==> config.mk <==
export PLATFORM = sky130hd
export DESIGN_NAME = led_display_ctrl
export DESIGN_NICKNAME = d
export VERILOG_FILES = /design/src/rtl/led_pkg.sv /design/src/rtl/led_prescaler.sv /design/src/rtl/led_display_ctrl.sv
export SDC_FILE = /design/constraint.sdc
export NUM_CORES = 1
export LEC_CHECK = 0
export ABC_AREA = 1
export BUFFER_PORTS_ARGS = -buffer_cell sky130_fd_sc_hd__buf_4
export CAP_MARGIN = 10
export CORE_MARGIN = 5
export CORE_UTILIZATION = 35
export CTS_BUF_LIST = sky130_fd_sc_hd__clkbuf_4 sky130_fd_sc_hd__clkbuf_8 sky130_fd_sc_hd__clkbuf_16
export CTS_CLUSTER_SIZE = 30
export DETAILED_ROUTE_END_ITERATION = 8
export PLACE_DENSITY = 0.59
export SLEW_MARGIN = 30
export SYNTH_ARGS = -nofsm -noshare
export SYNTH_HDL_FRONTEND = slang
export SYNTH_SLANG_ARGS = --single-unit
export TNS_END_PERCENT = 10
==> constraint.sdc <==
create_clock -name clk -period 1.7 [get_ports clk]
set_input_delay 0.425 -clock clk [delete_from_list [all_inputs] [get_ports clk]]
set_output_delay 0.425 -clock clk [all_outputs]
set_load 0.05 [all_outputs]
==> src/rtl/led_pkg.sv <==
// rtl/led_pkg.sv - shared definitions for the LED display controller
//   mode_e    : display mode encoding carried on the 2-bit mode port
//   sat_shift : right shift followed by saturation to out_w bits
//   thermo    : thermometer code with min(value, width) low bits set
package led_pkg;

  typedef enum logic [1:0] {
    MODE_BIN   = 2'd0,
    MODE_BAR   = 2'd1,
    MODE_BLINK = 2'd2,
    MODE_PEAK  = 2'd3
  } mode_e;

  // Callers keep out_w <= 32; out_w == 32 wraps max_val to all ones.
  function automatic logic [31:0] sat_shift(input logic [31:0] value, input int shift,
                                            input int out_w);
    logic [31:0] shifted;
    logic [31:0] max_val;
    shifted = value >> shift;
    max_val = (32'd1 << out_w) - 32'd1;
    return (shifted > max_val) ? max_val : shifted;
  endfunction

  function automatic logic [31:0] thermo(input logic [31:0] value, input int width);
    logic [31:0] result;
    result = '0;
    for (int i = 0; i < 32; i++) begin
      if (i < width && 32'(i) < value) result[i] = 1'b1;
    end
    return result;
  endfunction

endpackage

==> src/rtl/led_prescaler.sv <==
// rtl/led_prescaler.sv - free-running 0..DIV-1 counter for the blink phase
//   clk     : system clock
//   reset_n : asynchronous active-low reset
//   clr     : synchronous clear to 0 (suppresses tick on that edge)
//   tick    : high during the cycle the counter holds DIV-1 (wraps on next edge)
module led_prescaler #(
  parameter int DIV = 4
) (
  input  logic clk,
  input  logic reset_n,
  input  logic clr,
  output logic tick
);

  localparam int CW = (DIV > 1) ? $clog2(DIV) : 1;
  localparam logic [CW-1:0] LAST = CW'(DIV - 1);

  logic [CW-1:0] cnt_q;
  logic [CW-1:0] cnt_d;

  assign tick = (cnt_q == LAST) && !clr;

  always_comb begin
    cnt_d = cnt_q + CW'(1);
    if (clr || cnt_q == LAST) cnt_d = '0;
  end

  always_ff @(posedge clk or negedge reset_n) begin
    if (!reset_n) cnt_q <= '0;
    else          cnt_q <= cnt_d;
  end

endmodule

==> src/rtl/led_display_ctrl.sv <==
// rtl/led_display_ctrl.sv - registered, mode-selectable LED display stage
//   clk     : system clock
//   reset_n : asynchronous active-low reset
//   we      : write strobe, captures wdata
//   wdata   : value to display (IN_W bits)
//   mode    : 0 BIN, 1 BAR, 2 BLINK, 3 PEAK
//   led     : registered active-high LED drive (LED_W bits)
module led_display_ctrl
  import led_pkg::*;
#(
  parameter int IN_W        = 6,
  parameter int LED_W       = 4,
  parameter int SHIFT       = 2,
  parameter int BLINK_DIV   = 25_000_000,
  parameter int HOLD_CYCLES = 25_000_000
) (
  input  logic             clk,
  input  logic             reset_n,
  input  logic             we,
  input  logic [IN_W-1:0]  wdata,
  input  logic [1:0]       mode,
  output logic [LED_W-1:0] led
);

  if (SHIFT < 0 || SHIFT >= IN_W || LED_W < 1 || LED_W > 32 || IN_W > 32 ||
      BLINK_DIV < 2 || HOLD_CYCLES < 1) begin : g_bad_params
    $error("led_display_ctrl: illegal parameter combination");
  end

  localparam int HW = (HOLD_CYCLES > 1) ? $clog2(HOLD_CYCLES) : 1;
  localparam logic [HW-1:0] HOLD_RELOAD = HW'(HOLD_CYCLES - 1);

  logic [LED_W-1:0] scaled;
  logic [LED_W-1:0] val_q, val_d;
  logic [LED_W-1:0] peak_q, peak_d;
  logic [LED_W-1:0] led_q, led_d;
  logic [HW-1:0]    hold_q, hold_d;
  mode_e            mode_q;
  logic             phase_q, phase_d;
  logic             mode_chg;
  logic             blink_tick;

  assign scaled   = LED_W'(sat_shift(32'(wdata), SHIFT, LED_W));
  assign mode_chg = (mode != mode_q);
  assign led      = led_q;

  led_prescaler #(.DIV(BLINK_DIV)) u_blink_prescaler (
    .clk     (clk),
    .reset_n (reset_n),
    .clr     (mode_chg),
    .tick    (blink_tick)
  );

  always_comb begin
    val_d   = we ? scaled : val_q;
    phase_d = phase_q;
    peak_d  = peak_q;
    hold_d  = hold_q;

    if (mode_chg)        phase_d = 1'b1;
    else if (blink_tick) phase_d = ~phase_q;

    // Decay is judged against the value being written this edge, so the
    // hold countdown starts right after the capturing write and the first
    // decrement lands HOLD_CYCLES edges later.
    if (mode_chg) begin
      peak_d = val_d;
      hold_d = HOLD_RELOAD;
    end else if (we && scaled > peak_q) begin
      peak_d = scaled;
      hold_d = HOLD_RELOAD;
    end else if (peak_q > val_d) begin
      if (hold_q == '0) begin
        peak_d = peak_q - LED_W'(1);
        hold_d = HOLD_RELOAD;
      end else begin
        hold_d = hold_q - HW'(1);
      end
    end

    // Output is built from registered state, giving one edge of latency.
    led_d = val_q;
    case (mode_q)
      MODE_BIN:   led_d = val_q;
      MODE_BAR:   led_d = LED_W'(thermo(32'(val_q), LED_W));
      MODE_BLINK: led_d = phase_q ? val_q : '0;
      MODE_PEAK:  led_d = peak_q;
      default:    led_d = val_q;
    endcase
  end

  always_ff @(posedge clk or negedge reset_n) begin
    if (!reset_n) begin
      val_q   <= '0;
      peak_q  <= '0;
      hold_q  <= '0;
      led_q   <= '0;
      phase_q <= 1'b1;
      mode_q  <= MODE_BIN;
    end else begin
      val_q   <= val_d;
      peak_q  <= peak_d;
      hold_q  <= hold_d;
      led_q   <= led_d;
      phase_q <= phase_d;
      mode_q  <= mode_e'(mode);
    end
  end

endmodule

==> results_dict.tcl, run 1 <==
set metrics [dict create \
    grt_max_degree 31 \
    startpoint "val_q[2]" \
    critical_path_class "reg -> reg" \
    peakVddDrop_mv 0.485 \
    ios 15 \
    crit_path_start_kind "flip-flop" \
    grt_pass1_wl_mm 16.1 \
    min_path_type "in -> async" \
    arrival_ps 2060 \
    syn-mean-instance-area_um2 7.01 \
    cts_sinks 65 \
    path_max_fanout 23 \
    detail-route-antenna-nets 0 \
    grt_pass1_vias 3609 \
    tns_ps -2750 \
    post-route-drc-count 0 \
    vias 3601 \
    synth_cell_types 31 \
    powerDensity_nw_per_um2 898 \
    viasPerCell 4.63 \
    cts_buffers 9 \
    cts_root_buf "clkbuf_16" \
    hold_viol_final 0 \
    finalCritPeriodShare_pct 108 \
    setup_ws_ps -144 \
    ys_seq_elements 65 \
    final_common_cell "nand2_1" \
    status "complete, but fails checks" \
    seq_area_frac_synth_pct 40.9 \
    syn-instance-count 568 \
    critPathCaptureType "flip-flop" \
    wl_per_cell_um 11.5 \
    syn2layout_area_growth_pct 24.2 \
    drtIter0Drc 223 \
    layout_common_cells "nand2_1 (165), nor2_1 (92), inv_1 (72), dfrtp_1 (64)" \
    yosysWarnings 0 \
    die_y_um 117 \
    port_buffers 12 \
    num_antenna_cells 0 \
    ys_top_cells_by_area "dfrtp_1 (40%), nand2_1 (16%), nor2_1 (8.7%)" \
    fp.coreArea_um2 11300 \
    dr.pass1.iters 4 \
    layout-drive-gt1-share_pct 16.6 \
    clk_latency_ps 330 \
    hpwl_mm 7.02 \
    synth_top_area_share_pct 40.2 \
    slew_headroom_pct 67.9 \
    yosysTopAreaCell "dfrtp_1" \
    fin_skew_ps 5.14 \
    row_count 39 \
    htree_num_levels 3 \
    start_util_pct 35.3 \
    grt_setup_unrepaired "yes" \
    period_minus_slack_ps 1840 \
    syn_area_um2 3980 \
    wl_mm 8.91 \
    drv_slew 0 \
    tightest_slew_ps 477 \
    violations "setup timing" \
    dieArea_um2 13600 \
    antenna_found_initial 0 \
    power.leakage_nw 2.36 \
    grt_overflow_total 0 \
    cts-root-to-sink-buffers 2 \
    nNetsFinal 653 \
    fin_util_pct 43.9 \
    fmax_ghz 0.542 \
    max_cap_violations 0 \
    fin_total_pwr_mw 4.44 \
    syn-num-nets 590 \
    cts_tree "done" \
    gp_congestion 0.877 \
    setup-violations-final 28 \
    cts.clk_slew.worst_paths_ps 50 \
    grtUsageTotal_pct 14.8 \
    die_x_um 117 \
    cp_data_required_time_ps 1910 \
    reg2reg_from "val_q[2]" \
    fill_cells 1129 \
]
## layer usage
metal,GRT usage (%),vias up,wire (um)
li1,-,1900,-
met1,19.6,1648,4440
met2,24.2,51,4190
met3,3.42,2,231
met4,4.66,0,45
met5,0,-,0
## worst paths after layout
kind | slack, ps | to | depth (start not counted)
min reg2reg | 490 | hold_q[1] | 2
min | 30 | hold_q[21] | 1
min in group clk | 220 | mode_q[0] | 1
max | -140 | hold_q[7] | 11
max in group asynchronous | 1140 | hold_q[22] | 2
max reg2reg | -140 | hold_q[7] | 11
## worst max-delay path: stages (launching register included)
cell	delay, ps
dfrtp_1	410
o21ai_2	180
ha_1	250
nand2_1	70
inv_1	50
nand2_1	50
nand2_1	60
nand2_2	110
nand3_2	150
buf_12	190
a21oi_1	120
nor2_1	60
## cell type report
type | count | area [um^2] | share of cell area (%)
multi-input combinational | 415 | 2030 | 41.1
sequential | 65 | 1630 | 32.9
timing repair buffer | 61 | 520 | 10.5
inverter | 79 | 300 | 6.07
clock buffer | 10 | 239 | 4.83
tap | 143 | 179 | 3.62
clock inverter | 4 | 45.0 | 0.911
## kinds of logic (layout without fill, tap and decap cells)
| family | count (synthesis) | count (layout) | synth area share [%] |
|---|---|---|---|
| AND/OR/NAND/NOR | 352 | 352 | 37.3 |
| buffers and inverters | 88 | 154 | 9.02 |
| flip-flops | 65 | 65 | 40.9 |
| XOR/XNOR | 19 | 19 | 4.18 |
| AO/OA/AOI/OAI | 33 | 33 | 5.18 |
| adder cells (fa/ha/maj) | 11 | 11 | 3.46 |
## metrics by stage
| step | setup slack [ps] | cell area [um^2] | instances | hold slack [ps] |
|---|---|---|---|---|
| after CTS | -116 | 4940 | 777 | 34.2 |
| after detailed placement | -323 | 4650 | 763 | 389 |
| after global placement | -296 | 4650 | 763 | 386 |
| after floorplan | -61.3 | 4010 | 568 | 129 |
| final | -144 | 4940 | 777 | 28.8 |
| after global routing | -310 | 4940 | 777 | 47.8 |
## registers in the layout, summed over array words and instances (netlist names)
| register | flops |
|---|---|
| hold_q | 25 |
| u_blink_prescaler.cnt_q | 25 |
| led | 4 |
| peak_q | 4 |
| val_q | 4 |
| mode_q | 2 |
| phase_q | 1 |
## power by group
group	leakage [nW]	internal, mW	switching [mW]
registers	0.786	1.62	0.0568
logic	1.43	0.421	0.564
clock network	0.144	1.15	0.628
## Yosys cell counts
library cell,instances
nand2_1,168
nor2_2,2
xnor2_1,9
ha_1,11
inv_1,77
inv_2,1
nand3b_1,1
xor2_1,10
nor2_4,2
nor2_1,92
nand4_1,7
o21ai_0,14
buf_6,2
nand3_1,59
o221ai_1,2
clkinv_1,1
nor3_1,13
a21oi_4,2
buf_2,5
o211ai_1,2
nand2_4,1
nand3_2,2
o21bai_2,1
nand2_2,2
and2_1,1
dfrtp_1,64
a21oi_1,12
buf_4,2
or2_1,1
dfstp_2,1
or2_2,1
## repair_timing
item | 4_1_cts | 5_1_grt
resized for setup | 4 | 0
hold buffers | 0 | 0
pin swaps | 0 | 1
gates cloned | 0 | 0
buffers inserted | 0 | 0
endpoints found under the setup margin | 28 | 29
(Power assumes the default switching activity.)
==> inputs of run 2 (changes only) <==
--- a/config.mk
+++ b/config.mk
@@ -14,6 +14,7 @@
 export CTS_CLUSTER_SIZE = 30
 export DETAILED_ROUTE_END_ITERATION = 8
 export PLACE_DENSITY = 0.59
+export SKIP_LAST_GASP = 1
 export SLEW_MARGIN = 30
 export SYNTH_ARGS = -nofsm -noshare
 export SYNTH_HDL_FRONTEND = slang
==> results_dict.tcl, run 2 (same netlist as run 1, synthesis figures left out) <==
set metrics [dict create \
    use_met3_pct 3.42 \
    period_minus_slack_ps 1830 \
    crit_cells 11 \
    peakVddDrop_mv 0.485 \
    post-route-drc-count 0 \
    met2_usage_pct 24.1 \
    drtIter0Drc 224 \
    crit_family "simple AND/OR/NAND/NOR gates" \
    crit_path_start_kind "flip-flop" \
    nNetsFinal 653 \
    slew_headroom_pct 67.9 \
    fin_total_pwr_mw 4.43 \
    hold_viol_final 0 \
    cp_slowest_cell "dfrtp_1" \
    cts-root-to-sink-buffers 2 \
    fmax_ghz 0.548 \
    htree_num_levels 3 \
    cts_sinks 65 \
    grt_setup_unrepaired "yes" \
    layout-drive-gt1-share_pct 16.4 \
    port_buffers 12 \
    num_antenna_cells 0 \
    min_path_type "in -> async" \
    cts_tree "done" \
    wl_per_cell_um 11.4 \
    grtUsageTotal_pct 14.8 \
    cts.clk_slew.worst_paths_ps 50 \
    clk_latency_ps 330 \
    post_cts_buffers 0 \
    violations "setup timing" \
    crit_top_cell "nand2_1" \
    worst_path_largest_cell_delay_ps 390 \
    layout_common_cells "nand2_1 (166), nor2_1 (92), inv_1 (72), dfrtp_1 (64)" \
    fin_skew_ps 5.14 \
    tightest_slew_ps 477 \
    row_count 39 \
    viasPerCell 4.64 \
    setup-violations-final 28 \
    wl_mm 8.89 \
    die_x_um 117 \
    antenna_found_initial 0 \
    power.leakage_nw 2.36 \
    syn2layout_area_growth_pct 24.1 \
    finalCritPeriodShare_pct 107 \
    critPathBufInv 2 \
    hpwl_mm 7.02 \
    final_common_cell "nand2_1" \
    cp_data_required_time_ps 1910 \
    fin_util_pct 43.8 \
    grt_pass1_wl_mm 16.0 \
    max_cap_violations 0 \
    gp_congestion 0.877 \
    critical_path_class "reg -> reg" \
    grt_overflow_total 0 \
    detail-route-antenna-nets 0 \
    dp_slack_ps -323 \
    status "complete, but fails checks" \
    grt_max_degree 31 \
    start_util_pct 35.3 \
    dieArea_um2 13600 \
    ios 15 \
    powerDensity_nw_per_um2 897 \
    die_y_um 117 \
    grtUsageMet1_pct 19.5 \
    reg_top3 "hold_q: 25 flops, u_blink_prescaler.cnt_q: 25 flops" \
    vias 3606 \
    drv_slew 0 \
    critPathCaptureType "flip-flop" \
    grt_pass1_vias 3595 \
    cts_buffers 9 \
    busiest_layer "met2" \
    r2r_cells 11 \
    dr.pass1.iters 4 \
    cts_root_buf "clkbuf_16" \
    arrival_ps 2040 \
    fp.coreArea_um2 11300 \
    crit_chain "o21ai_2 > ha_1 > nand2_1 > inv_1 > nand2_1 > nand2_1 > nand2_2 > nand3_2 > buf_12 > a21oi_1 > nor2_1" \
    path_max_fanout 23 \
    setup_ws_ps -125 \
]
## run 2: cell counts in the layout (fill, tap and decap cells not counted)
No cell type changed its count.
## run 2: final timing paths
check	startpoint	to	slack (ps)
max	val_q[2]	hold_q[7]	-130
min	reset_n	hold_q[21]	30
max reg2reg	val_q[2]	hold_q[7]	-130
min reg2reg	hold_q[1]	hold_q[1]	490
max in group asynchronous	reset_n	hold_q[13]	1140
min in group clk	mode[0]	mode_q[0]	220
## run 2: area by class of cell
| cell class | instances | area (um^2) |
|---|---|---|
| fill | 1129 | 6330 |
| clock buffer | 10 | 239 |
| inverter | 79 | 300 |
| clock inverter | 4 | 45.0 |
| timing repair buffer | 61 | 520 |
| multi-input combinational | 415 | 2030 |
| sequential | 65 | 1630 |
| tap | 143 | 179 |
## run 2: what timing repair did
item                       CTS  global route
hold buffers                 0             0
gates cloned                 0             0
resized for setup            0             3
setup endpoints to repair   28            29
## run 2: power breakdown
group	switching [mW]	internal, mW	total [mW]	leakage [nW]
Sequential	0.0563	1.62	1.68	0.786
Combinational	0.561	0.419	0.980	1.43
Clock	0.629	1.15	1.78	0.144
## run 2: per-layer routing
metal / up-vias / wire, um
li1: 1900 / -
met1: 1652 / 4420
met2: 52 / 4190
met3: 2 / 232
met4: 0 / 45
met5: - / 0
## run 2: metrics by stage
| step | std cells | cell area [um^2] | TNS [ps] | hold slack [ps] |
|---|---|---|---|---|
| 2_1_floorplan | 568 | 4010 | -977 | 129 |
| 3_3_place_gp | 763 | 4650 | -7490 | 386 |
| 3_5_place_dp | 763 | 4650 | -7950 | 389 |
| 4_1_cts | 777 | 4930 | -2750 | 34.2 |
| 5_1_grt | 777 | 4940 | -6980 | 47.8 |
| 6_report | 777 | 4940 | -2230 | 29.2 |
